===== src/rtl/emem_read_arbiter.sv =====
// emem_read_arbiter: two-client burst read arbiter in front of a 1-cycle-latency memory.
// Define EMEM_ARB_RR_EN for round-robin tie-breaking; default build is fixed priority (client 0 wins).
`ifndef REG_SIZE
`define REG_SIZE 32
`endif
`ifndef MEM_SIZE
`define MEM_SIZE 1024
`endif

module emem_read_arbiter #(
   parameter int REG_SIZE = `REG_SIZE,
   parameter int MEM_SIZE = `MEM_SIZE
) (
   input  logic                clk,
   input  logic                rst,
   input  logic                c0_req,
   input  logic [REG_SIZE-1:0] c0_addr,
   input  logic [7:0]          c0_len,
   output logic                c0_gnt,
   output logic                c0_rvalid,
   output logic [REG_SIZE-1:0] c0_rdata,
   output logic                c0_done,
   input  logic                c1_req,
   input  logic [REG_SIZE-1:0] c1_addr,
   input  logic [7:0]          c1_len,
   output logic                c1_gnt,
   output logic                c1_rvalid,
   output logic [REG_SIZE-1:0] c1_rdata,
   output logic                c1_done,
   output logic [REG_SIZE-1:0] mem_address,
   input  logic [REG_SIZE-1:0] mem_data_out,
   output logic                busy
);

   typedef enum logic [1:0] {IDLE, READ, DRAIN} state_t;

   localparam logic [REG_SIZE-1:0] LAST_ADDR = REG_SIZE'(MEM_SIZE - 1);

   state_t              state_q, state_d;
   logic [REG_SIZE-1:0] addr_q, addr_d;
   logic [7:0]          cnt_q, cnt_d;
   logic                owner_q, owner_d;
   logic                gnt_q, gnt_d;
   logic                rvalid_q, rvalid_d;
   logic                done_q, done_d;
   logic                win;
   logic [7:0]          len_sel;

`ifdef EMEM_ARB_RR_EN
   logic prio_q, prio_d;

   // prio_q names the client that wins the next tie
   always_comb begin
      win = !c0_req;
      if (c0_req && c1_req) win = prio_q;
   end
`else
   always_comb win = !c0_req;
`endif

   always_comb begin
      state_d  = state_q;
      addr_d   = addr_q;
      cnt_d    = cnt_q;
      owner_d  = owner_q;
      gnt_d    = 1'b0;
      rvalid_d = 1'b0;
      done_d   = 1'b0;
      len_sel  = win ? c1_len : c0_len;
`ifdef EMEM_ARB_RR_EN
      prio_d   = prio_q;
`endif
      unique case (state_q)
         IDLE: begin
            if (c0_req || c1_req) begin
               state_d = READ;
               owner_d = win;
               gnt_d   = 1'b1;
               addr_d  = win ? c1_addr : c0_addr;
               // cnt holds words remaining after the one on the bus
               cnt_d   = (len_sel == 8'd0) ? 8'd0 : len_sel - 8'd1;
`ifdef EMEM_ARB_RR_EN
               prio_d  = !win;
`endif
            end
         end
         READ: begin
            rvalid_d = 1'b1;
            if (cnt_q == 8'd0) begin
               done_d  = 1'b1;
               state_d = DRAIN;
            end else begin
               cnt_d  = cnt_q - 8'd1;
               addr_d = (addr_q == LAST_ADDR) ? '0 : addr_q + 1'b1;
            end
         end
         DRAIN: state_d = IDLE;
         default: state_d = IDLE;
      endcase
   end

   always_ff @(posedge clk or negedge rst) begin
      if (!rst) begin
         state_q  <= IDLE;
         addr_q   <= '0;
         cnt_q    <= 8'd0;
         owner_q  <= 1'b0;
         gnt_q    <= 1'b0;
         rvalid_q <= 1'b0;
         done_q   <= 1'b0;
      end else begin
         state_q  <= state_d;
         addr_q   <= addr_d;
         cnt_q    <= cnt_d;
         owner_q  <= owner_d;
         gnt_q    <= gnt_d;
         rvalid_q <= rvalid_d;
         done_q   <= done_d;
      end
   end

`ifdef EMEM_ARB_RR_EN
   always_ff @(posedge clk or negedge rst) begin
      if (!rst) prio_q <= 1'b0;
      else      prio_q <= prio_d;
   end
`endif

   assign c0_gnt      = gnt_q & !owner_q;
   assign c1_gnt      = gnt_q & owner_q;
   assign c0_rvalid   = rvalid_q & !owner_q;
   assign c1_rvalid   = rvalid_q & owner_q;
   assign c0_done     = done_q & !owner_q;
   assign c1_done     = done_q & owner_q;
   assign c0_rdata    = c0_rvalid ? mem_data_out : '0;
   assign c1_rdata    = c1_rvalid ? mem_data_out : '0;
   assign mem_address = addr_q;
   assign busy        = (state_q != IDLE);

endmodule


===== config.mk =====
export PLATFORM = sky130hd
export DESIGN_NAME = emem_read_arbiter
export DESIGN_NICKNAME = d
export VERILOG_FILES = /design/src/rtl/emem_read_arbiter.sv
export SDC_FILE = /design/constraint.sdc
export NUM_CORES = 1
export LEC_CHECK = 0
export CORE_MARGIN = 8
export CORE_UTILIZATION = 40
export DETAILED_ROUTE_END_ITERATION = 8
export GPL_TIMING_DRIVEN = 1
export PLACE_DENSITY_LB_ADDON = 0.12
export SYNTH_ARGS = -nofsm -noshare
export SYNTH_HDL_FRONTEND = slang
export SYNTH_SLANG_ARGS = --single-unit

===== constraint.sdc =====
create_clock -name clk -period 3 [get_ports clk]
set_clock_uncertainty 0.15 [all_clocks]
set_input_delay 0.6 -clock clk [delete_from_list [all_inputs] [get_ports clk]]
set_output_delay 0.6 -clock clk [all_outputs]
set_load 0.01 [all_outputs]

==> results.json, run 1 <==
{
  "worstSetupStartpointType": "register",
  "antenna_found_initial": 0,
  "layout.cells.most_common": "clkdlybuf4s50_1",
  "yosysUniqueCellTypes": 54,
  "ir_drop_mv": 0.435,
  "clkSlewWorstSetupHoldPaths_ns": 0.09,
  "finalMaxSlewViolations": 0,
  "slowest_stage": "or4_4",
  "post-route-period-util": 0.878,
  "fin_crit_ns": 2.64,
  "antenna_cells": 0,
  "die_area_sq_um": 13500,
  "worstSkewPairLatency_ns": 0.30,
  "hold_buffers": 0,
  "syn_area_per_cell_sq_um": 8.03,
  "hold_viol": 0,
  "grt_pass1_vias": 4562,
  "dp_hpwl_mm": 12.7,
  "syn_area_sq_um": 4000,
  "synth_seq_cells": 46,
  "cp_max_fo": 14,
  "final-setup-viol-count": 0,
  "fin_nets": 826,
  "drtIter0Drc": 259,
  "ant_nets": 0,
  "grt_setup_unrepaired": "false",
  "worstPathRequired_ns": 3.06,
  "grt-ovfl-total": 0,
  "path_cells": "ha_1, and3_1, nand3_4, or4_4, or4_1, o211ai_1",
  "grt_usage": 0.227,
  "num_vias": 4732,
  "min_path_type": "input port to async pin",
  "design.portCount": 219,
  "worstMarginPinSlew_ns": 0.703,
  "die_h_um": 116,
  "post_cts_buffers": 0,
  "htreeDepth": 2,
  "clockRootBuffer": "clkbuf_8",
  "cts_resized": 0,
  "cap_violations": 0,
  "synth_cells": 498,
  "finalPower_uw": 5380,
  "die_x_um": 116,
  "drc": 0,
  "tns_ns": 0,
  "routed_wl_mm": 15.8,
  "portBuffers": 218,
  "start_util": 0.411,
  "p_leak_uw": 0.00262,
  "cp_top_family": "simple AND/OR/NAND/NOR gates",
  "power_density_nw_per_um2": 834,
  "area.growth.synth_to_final_pct": 61.3,
  "synth-seq-area-share": 0.288,
  "wl_per_cell_um": 18.8,
  "num_rows": 36,
  "outcome": "completed",
  "cts_tree": "built",
  "coreArea_sq_um": 9730,
  "crit_buf_inv": 0,
  "clock.fmax_mhz": 379,
  "critical_path.max_stage_delay_ns": 0.63,
  "drive_above_1_share": 0.0567,
  "max-slew-margin-rel": 0.527,
  "layout_common_cells": "216 x clkdlybuf4s50_1, 46 x dfrtp_1, 39 x and3_1",
  "firstDrtPassIters": 7,
  "numCtsBuffers": 5,
  "cts.sinks": 46,
  "path_class": "register to register",
  "clock_path_buffers": 2,
  "synth_warnings": 0,
  "critPathArrivalTime_ns": 2.70,
  "grt_pass1_wl_mm": 24.5,
  "synthFlopType": "dfrtp_1",
  "viasPerCell": 5.64,
  "grt_max_degree": 39,
  "cp-end-kind": "register",
  "synth_nets": 619,
  "place.gp.congestion": 0.852,
  "synthArstFlopShare": 1.00,
  "synth_edf_count": 0
}
## routing by layer
layer / up-vias / share of wire / track usage / routed length, um
met1: 2213 / 0.40 / 0.279 / 6380
li1: 2289 / - / - / -
met4: 0 / 0.017 / 0.0380 / 261
met2: 208 / 0.48 / 0.392 / 7650
met3: 22 / 0.094 / 0.0589 / 1490
met5: - / 0 / 0 / 0
## kinds of logic after synthesis
group | after synthesis | share of synthesized area
buffers and inverters | 60 | 0.0597
muxes | 40 | 0.101
adders and majority gates | 5 | 0.0156
and+or+nand+nor | 220 | 0.316
DFF | 46 | 0.288
xor gates and xnor gates | 6 | 0.0131
AOI/OAI and AO/OA | 121 | 0.207
## worst reg2reg max path, stage by stage (launching register included)
cell and delay [ns]:
dfrtp_1 0.47, ha_1 0.24, and3_1 0.27, nand3_4 0.21, or4_4 0.63, or4_1 0.42, o211ai_1 0.16
## cell usage after synthesis, drive strengths merged (2+ instances only)
master,n,area [sq um]
nand3,19,108
o2bb2ai,11,96.3
and2,37,231
nor4b,3,26.3
o31ai,2,15.0
mux2,2,22.5
or4,6,48.8
nand4,4,25.0
buf,11,55.1
o32ai,2,17.5
o32a,6,60.1
o221ai,4,35.0
ha,5,62.6
nor3b,5,37.5
nor4,14,87.6
nor2b,4,25.0
xnor2,4,35.0
nand2,17,63.8
o21ai,31,155
xor2,2,17.5
and3,39,244
nor2,33,124
a21oi,19,95.1
clkbuf,27,101
nor3,21,105
o22ai,12,75.1
and4,7,63.8
inv,21,78.8
a41oi,4,35.0
or2,3,18.8
a31oi,8,50.1
or3,4,25.0
a221o,4,40.0
mux2i,38,380
dfrtp,46,1150
a22o,7,61.3
a21boi,3,22.5
## registers in the layout, indices dropped and copies added, names as in the netlist
register and cells:
mem_address 32, cnt_q 8, state_q 2, done_q 1
gnt_q 1, owner_q 1, rvalid_q 1
## final timing paths
| path | start | to | slack, ns | cells past startpoint |
|---|---|---|---|---|
| worst max-delay path | mem_address[0] | mem_address[28] | 0.36 | 6 |
| worst min-delay path | rst | mem_address[7] | 0.07 | 1 |
| worst max register to register | mem_address[0] | mem_address[28] | 0.36 | 6 |
| worst min register to register | cnt_q[6] | cnt_q[6] | 0.40 | 1 |
| max in group asynchronous | rst | rvalid_q | 1.89 | 2 |
| min in group clk | cnt_q[6] | cnt_q[6] | 0.40 | 1 |
## final cells by class
class | count | area (sq um)
fillers | 863 | 3270
multi-input cells | 392 | 2630
repair buffers | 238 | 2330
flip-flops and latches | 46 | 1150
well taps | 133 | 166
clock buffers | 6 | 82.6
inverters | 22 | 82.6
clock inverters | 2 | 12.5
## power breakdown
group | internal (uW) | leakage (uW) | total, uW | switching [uW]
combinational | 1870 | 0.00202 | 3610 | 1730
clock | 186 | 0.0000472 | 404 | 218
sequential | 921 | 0.000560 | 1370 | 453
total | 2980 | 0.00262 | 5380 | 2400
## stage by stage
stage / std cells / hold slack [ns] / setup slack (ns) / util / area [sq um]
floorplan: 498 / 0.154 / 0.490 / - / 4000
CTS: 839 / 0.0773 / 0.387 / 0.663 / 6450
global route: 839 / 0.0694 / 0.198 / 0.663 / 6450
finish: 839 / 0.0664 / 0.365 / 0.663 / 6450
detailed placement: 831 / 0.375 / 0.208 / 0.654 / 6360
global placement: 831 / 0.349 / 0.261 / 0.654 / 6360
Power figures use the tool's default switching activity.
==> run 2, diff against run 1 <==
Settings changed: CTS_BUF_LIST from default to sky130_fd_sc_hd__clkbuf_16, SKIP_LAST_GASP from default to 1.
==> results.json, run 2 (synthesis gave the netlist of run 1 again) <==
{
  "outcome": "completed",
  "met3_length_mm": 1.43,
  "portBuffers": 218,
  "place.gp.congestion": 0.852,
  "layout_common_cells": "216 x clkdlybuf4s50_1, 46 x dfrtp_1, 39 x and3_1",
  "p_leak_uw": 0.00264,
  "layout.cells.most_common": "clkdlybuf4s50_1",
  "hold_viol": 0,
  "cts_tree": "built",
  "final-setup-viol-count": 0,
  "die_h_um": 116,
  "fin_ws_ns": 0.386,
  "hold_buffers": 0,
  "firstDrtPassIters": 5,
  "area.growth.synth_to_final_pct": 62.5,
  "worstPathRequired_ns": 3.05,
  "cap_violations": 0,
  "worstSkewPairLatency_ns": 0.28,
  "wl_per_cell_um": 18.8,
  "grt_setup_unrepaired": "false",
  "reg2reg_slack_ns": 0.39,
  "clock.fmax_mhz": 383,
  "ir_drop_mv": 0.472,
  "dp_hpwl_mm": 12.7,
  "cts_resized": 0,
  "grt-ovfl-total": 0,
  "fin_crit_ns": 2.61,
  "post_cts_buffers": 0,
  "fillers": 856,
  "coreArea_sq_um": 9730,
  "ant_nets": 0,
  "worstSetupStartpointType": "register",
  "grt_usage": 0.227,
  "clockRootBuffer": "clkbuf_16",
  "grt_pass1_wl_mm": 24.5,
  "largest_reg_flops": 32,
  "clkSlewWorstSetupHoldPaths_ns": 0.07,
  "htreeDepth": 2,
  "drc": 0,
  "grt_pass1_vias": 4558,
  "top_layer_used": "met4",
  "tns_ns": 0,
  "worstRegToRegCells": 6,
  "wl_met1_mm": 6.43,
  "min_path_type": "input port to async pin",
  "finalMaxSlewViolations": 0,
  "antenna_found_initial": 0,
  "die_area_sq_um": 13500,
  "cp_max_fo": 14,
  "num_rows": 36,
  "num_vias": 4752,
  "start_util": 0.411,
  "max-slew-margin-rel": 0.509,
  "dp_slack_ns": 0.208,
  "cp-end-kind": "register",
  "clock_path_buffers": 2,
  "fin_nets": 826,
  "post-route-period-util": 0.871,
  "design.portCount": 219,
  "numCtsBuffers": 5,
  "die_x_um": 116,
  "drive_above_1_share": 0.0552,
  "critPathArrivalTime_ns": 2.66,
  "drtIter0Drc": 247,
  "power_density_nw_per_um2": 849,
  "viasPerCell": 5.66,
  "worstMarginPinSlew_ns": 0.730,
  "path_class": "register to register",
  "cts.sinks": 46,
  "wl_met2_mm": 7.71,
  "grt_max_degree": 39,
  "routed_wl_mm": 15.8,
  "antenna_cells": 0
}
[run 2: cell types whose count changed in the layout (fill, tap and decap cells not counted), sizes merged]
| cell | delta |
|---|---|
| clkbuf | -1 |
| clkinv | +1 |
[run 2: final cells by class]
| cell class | count | area [sq um] | share of cell area |
|---|---|---|---|
| multi-input combinational | 392 | 2630 | 0.404 |
| timing repair buffer | 238 | 2330 | 0.359 |
| sequential | 46 | 1150 | 0.177 |
| tap | 133 | 166 | 0.0256 |
| clock buffer | 5 | 125 | 0.0192 |
| inverter | 22 | 82.6 | 0.0127 |
| clock inverter | 3 | 16.3 | 0.00250 |
[run 2: per-stage QoR]
stage	power (uW)	cell area [sq um]	util	hold slack, ns	std cells
floorplan	3160	4000	-	0.154	498
global placement	4880	6360	0.654	0.349	831
detailed placement	4980	6360	0.654	0.375	831
CTS	5530	6500	0.668	0.102	839
global route	5930	6500	0.668	0.106	839
finish	5520	6500	0.668	0.0869	839
[run 2: critical path, cell delays in order (launching register included)]
cell and delay (ns):
dfrtp_1 0.46, ha_1 0.24, and3_1 0.27, nand3_4 0.21
or4_4 0.63, or4_1 0.40, o211ai_1 0.16
[run 2: per-layer routing]
metal,GRT usage,vias up
met5,0,-
met4,0.0510,0
met3,0.0526,20
met2,0.393,205
met1,0.278,2234
li1,-,2293
[run 2: worst paths after layout]
kind | start | endpoint
hold reg to reg | cnt_q[4] | cnt_q[4]
setup / recovery | mem_address[0] | mem_address[28]
max in group asynchronous | rst | mem_address[29]
hold / removal | rst | mem_address[18]
setup reg to reg | mem_address[0] | mem_address[28]
min in group clk | cnt_q[4] | cnt_q[4]
[run 2: power breakdown]
part	internal (uW)	total [uW]	switching (uW)
clock network	305	541	236
logic	1870	3600	1730
registers	922	1380	454
total	3100	5520	2420
==> run 3, diff against run 2 <==
Settings changed: MAX_ROUTING_LAYER from default to met4.
==> results.json, run 3 (synthesis gave the netlist of run 1 again) <==
{
  "switching_share": 0.439,
  "drc": 0,
  "cts_tree": "built",
  "cap_violations": 0,
  "start_util": 0.411,
  "hold_viol": 0,
  "htreeDepth": 2,
  "clkSlewWorstSetupHoldPaths_ns": 0.07,
  "portBuffers": 218,
  "viasPerCell": 5.67,
  "path_class": "register to register",
  "largest_reg_flops": 32,
  "grt_pass1_wl_mm": 24.5,
  "die_x_um": 116,
  "wl_per_cell_um": 18.8,
  "area.growth.synth_to_final_pct": 62.5,
  "outcome": "completed",
  "layout_common_cells": "216 x clkdlybuf4s50_1, 46 x dfrtp_1, 39 x and3_1",
  "coreArea_sq_um": 9730,
  "finalPower_uw": 5520,
  "dp_cells": 831,
  "layout.cells.most_common": "clkdlybuf4s50_1",
  "die_h_um": 116,
  "clockRootBuffer": "clkbuf_16",
  "p_leak_uw": 0.00264,
  "cp_max_fo": 14,
  "fin_nets": 826,
  "grt_setup_unrepaired": "false",
  "post_cts_buffers": 0,
  "regArea_sq_um": 1150,
  "cp_top_family": "simple AND/OR/NAND/NOR gates",
  "design.portCount": 219,
  "ant_nets": 0,
  "max-slew-margin-rel": 0.504,
  "ir_drop_mv": 0.475,
  "grt_pass1_vias": 4560,
  "num_rows": 36,
  "grt-ovfl-total": 0,
  "cts_resized": 0,
  "switchingPower_uw": 2420,
  "power_density_nw_per_um2": 850,
  "worstPathRequired_ns": 3.05,
  "final_util": 0.668,
  "final-setup-viol-count": 0,
  "fin_crit_ns": 2.61,
  "p_clk_frac": 0.097,
  "finalMaxSlewViolations": 0,
  "fillers": 856,
  "firstDrtPassIters": 5,
  "die_area_sq_um": 13500,
  "routed_wl_mm": 15.8,
  "clock_path_buffers": 2,
  "worstSetupStartpointType": "register",
  "critPathArrivalTime_ns": 2.66,
  "tns_ns": 0,
  "grt_usage": 0.233,
  "post-route-period-util": 0.869,
  "cts.sinks": 46,
  "p_int_uw": 3100,
  "dp_slack_ns": 0.208,
  "worstSkewPairLatency_ns": 0.29,
  "crit_buf_inv": 0,
  "fin_ws_ns": 0.392,
  "dp_hpwl_mm": 12.7,
  "cp-end-kind": "register",
  "min_path_type": "input port to async pin",
  "hold_buffers": 0,
  "antenna_cells": 0,
  "sequentialPowerShare": 0.250,
  "place.gp.congestion": 0.865,
  "numCtsBuffers": 5,
  "slowest_stage": "or4_4",
  "worstMarginPinSlew_ns": 0.737,
  "drtIter0Drc": 251,
  "combPwrFrac": 0.653,
  "critical_path.max_stage_delay_ns": 0.62,
  "clock.fmax_mhz": 383,
  "path_cells": "ha_1, and3_1, nand3_4, or4_4, or4_1, o211ai_1",
  "grt_max_degree": 39,
  "num_vias": 4758,
  "multi_input_area_sq_um": 2630,
  "layoutNonFillerInstCount": 839,
  "drive_above_1_share": 0.0552,
  "antenna_found_initial": 0
}
run 3: cell counts in the layout (fill, tap and decap cells not counted):
Identical to the previous run, type by type.
run 3: area by class of cell:
type / count / area share
Timing Repair Buffer: 238 / 0.359
Tap cell: 133 / 0.0256
Clock buffer: 5 / 0.0192
Multi-Input combinational cell: 392 / 0.404
Inverter: 22 / 0.0127
Sequential cell: 46 / 0.177
Clock inverter: 3 / 0.00250
run 3: worst reg2reg max path: cells and delay by family, from the launching register on:
family | cells | cell delay [ns]
and+or+nand+nor | 4 | 1.51
DFF | 1 | 0.46
adders and majority gates | 1 | 0.24
AOI/OAI and AO/OA | 1 | 0.16
run 3: power by group through the flow:
stage	logic, uW	registers [uW]	clock network [uW]
2_1_floorplan	1820	1340	0
3_3_place_gp	3530	1350	0
3_5_place_dp	3610	1370	0
4_1_cts	3620	1360	544
5_1_grt	3920	1430	574
6_report	3610	1380	538
run 3: path summary, 6_finish.rpt:
kind,startpoint,endpoint,slack (ns),depth (start not counted)
min in group clk,cnt_q[4],cnt_q[4],0.40,1
setup / recovery,mem_address[0],mem_address[28],0.39,6
hold reg to reg,cnt_q[4],cnt_q[4],0.40,1
max in group asynchronous,rst,rvalid_q,1.87,2
setup reg to reg,mem_address[0],mem_address[28],0.39,6
hold / removal,rst,mem_address[7],0.09,1
run 3: stage by stage:
stage | hold WS, ns | cell area (sq um)
after floorplan | 0.154 | 4000
after global routing | 0.106 | 6500
after global placement | 0.349 | 6360
after detailed placement | 0.375 | 6360
final | 0.0901 | 6500
after CTS | 0.102 | 6500
run 3: layer usage:
| metal | part of all wire | track usage | up-vias |
|---|---|---|---|
| li1 | - | - | 2293 |
| met1 | 0.41 | 0.285 | 2236 |
| met2 | 0.49 | 0.392 | 213 |
| met3 | 0.086 | 0.0438 | 16 |
| met4 | 0.014 | 0.0510 | 0 |
| met5 | 0 | - | - |
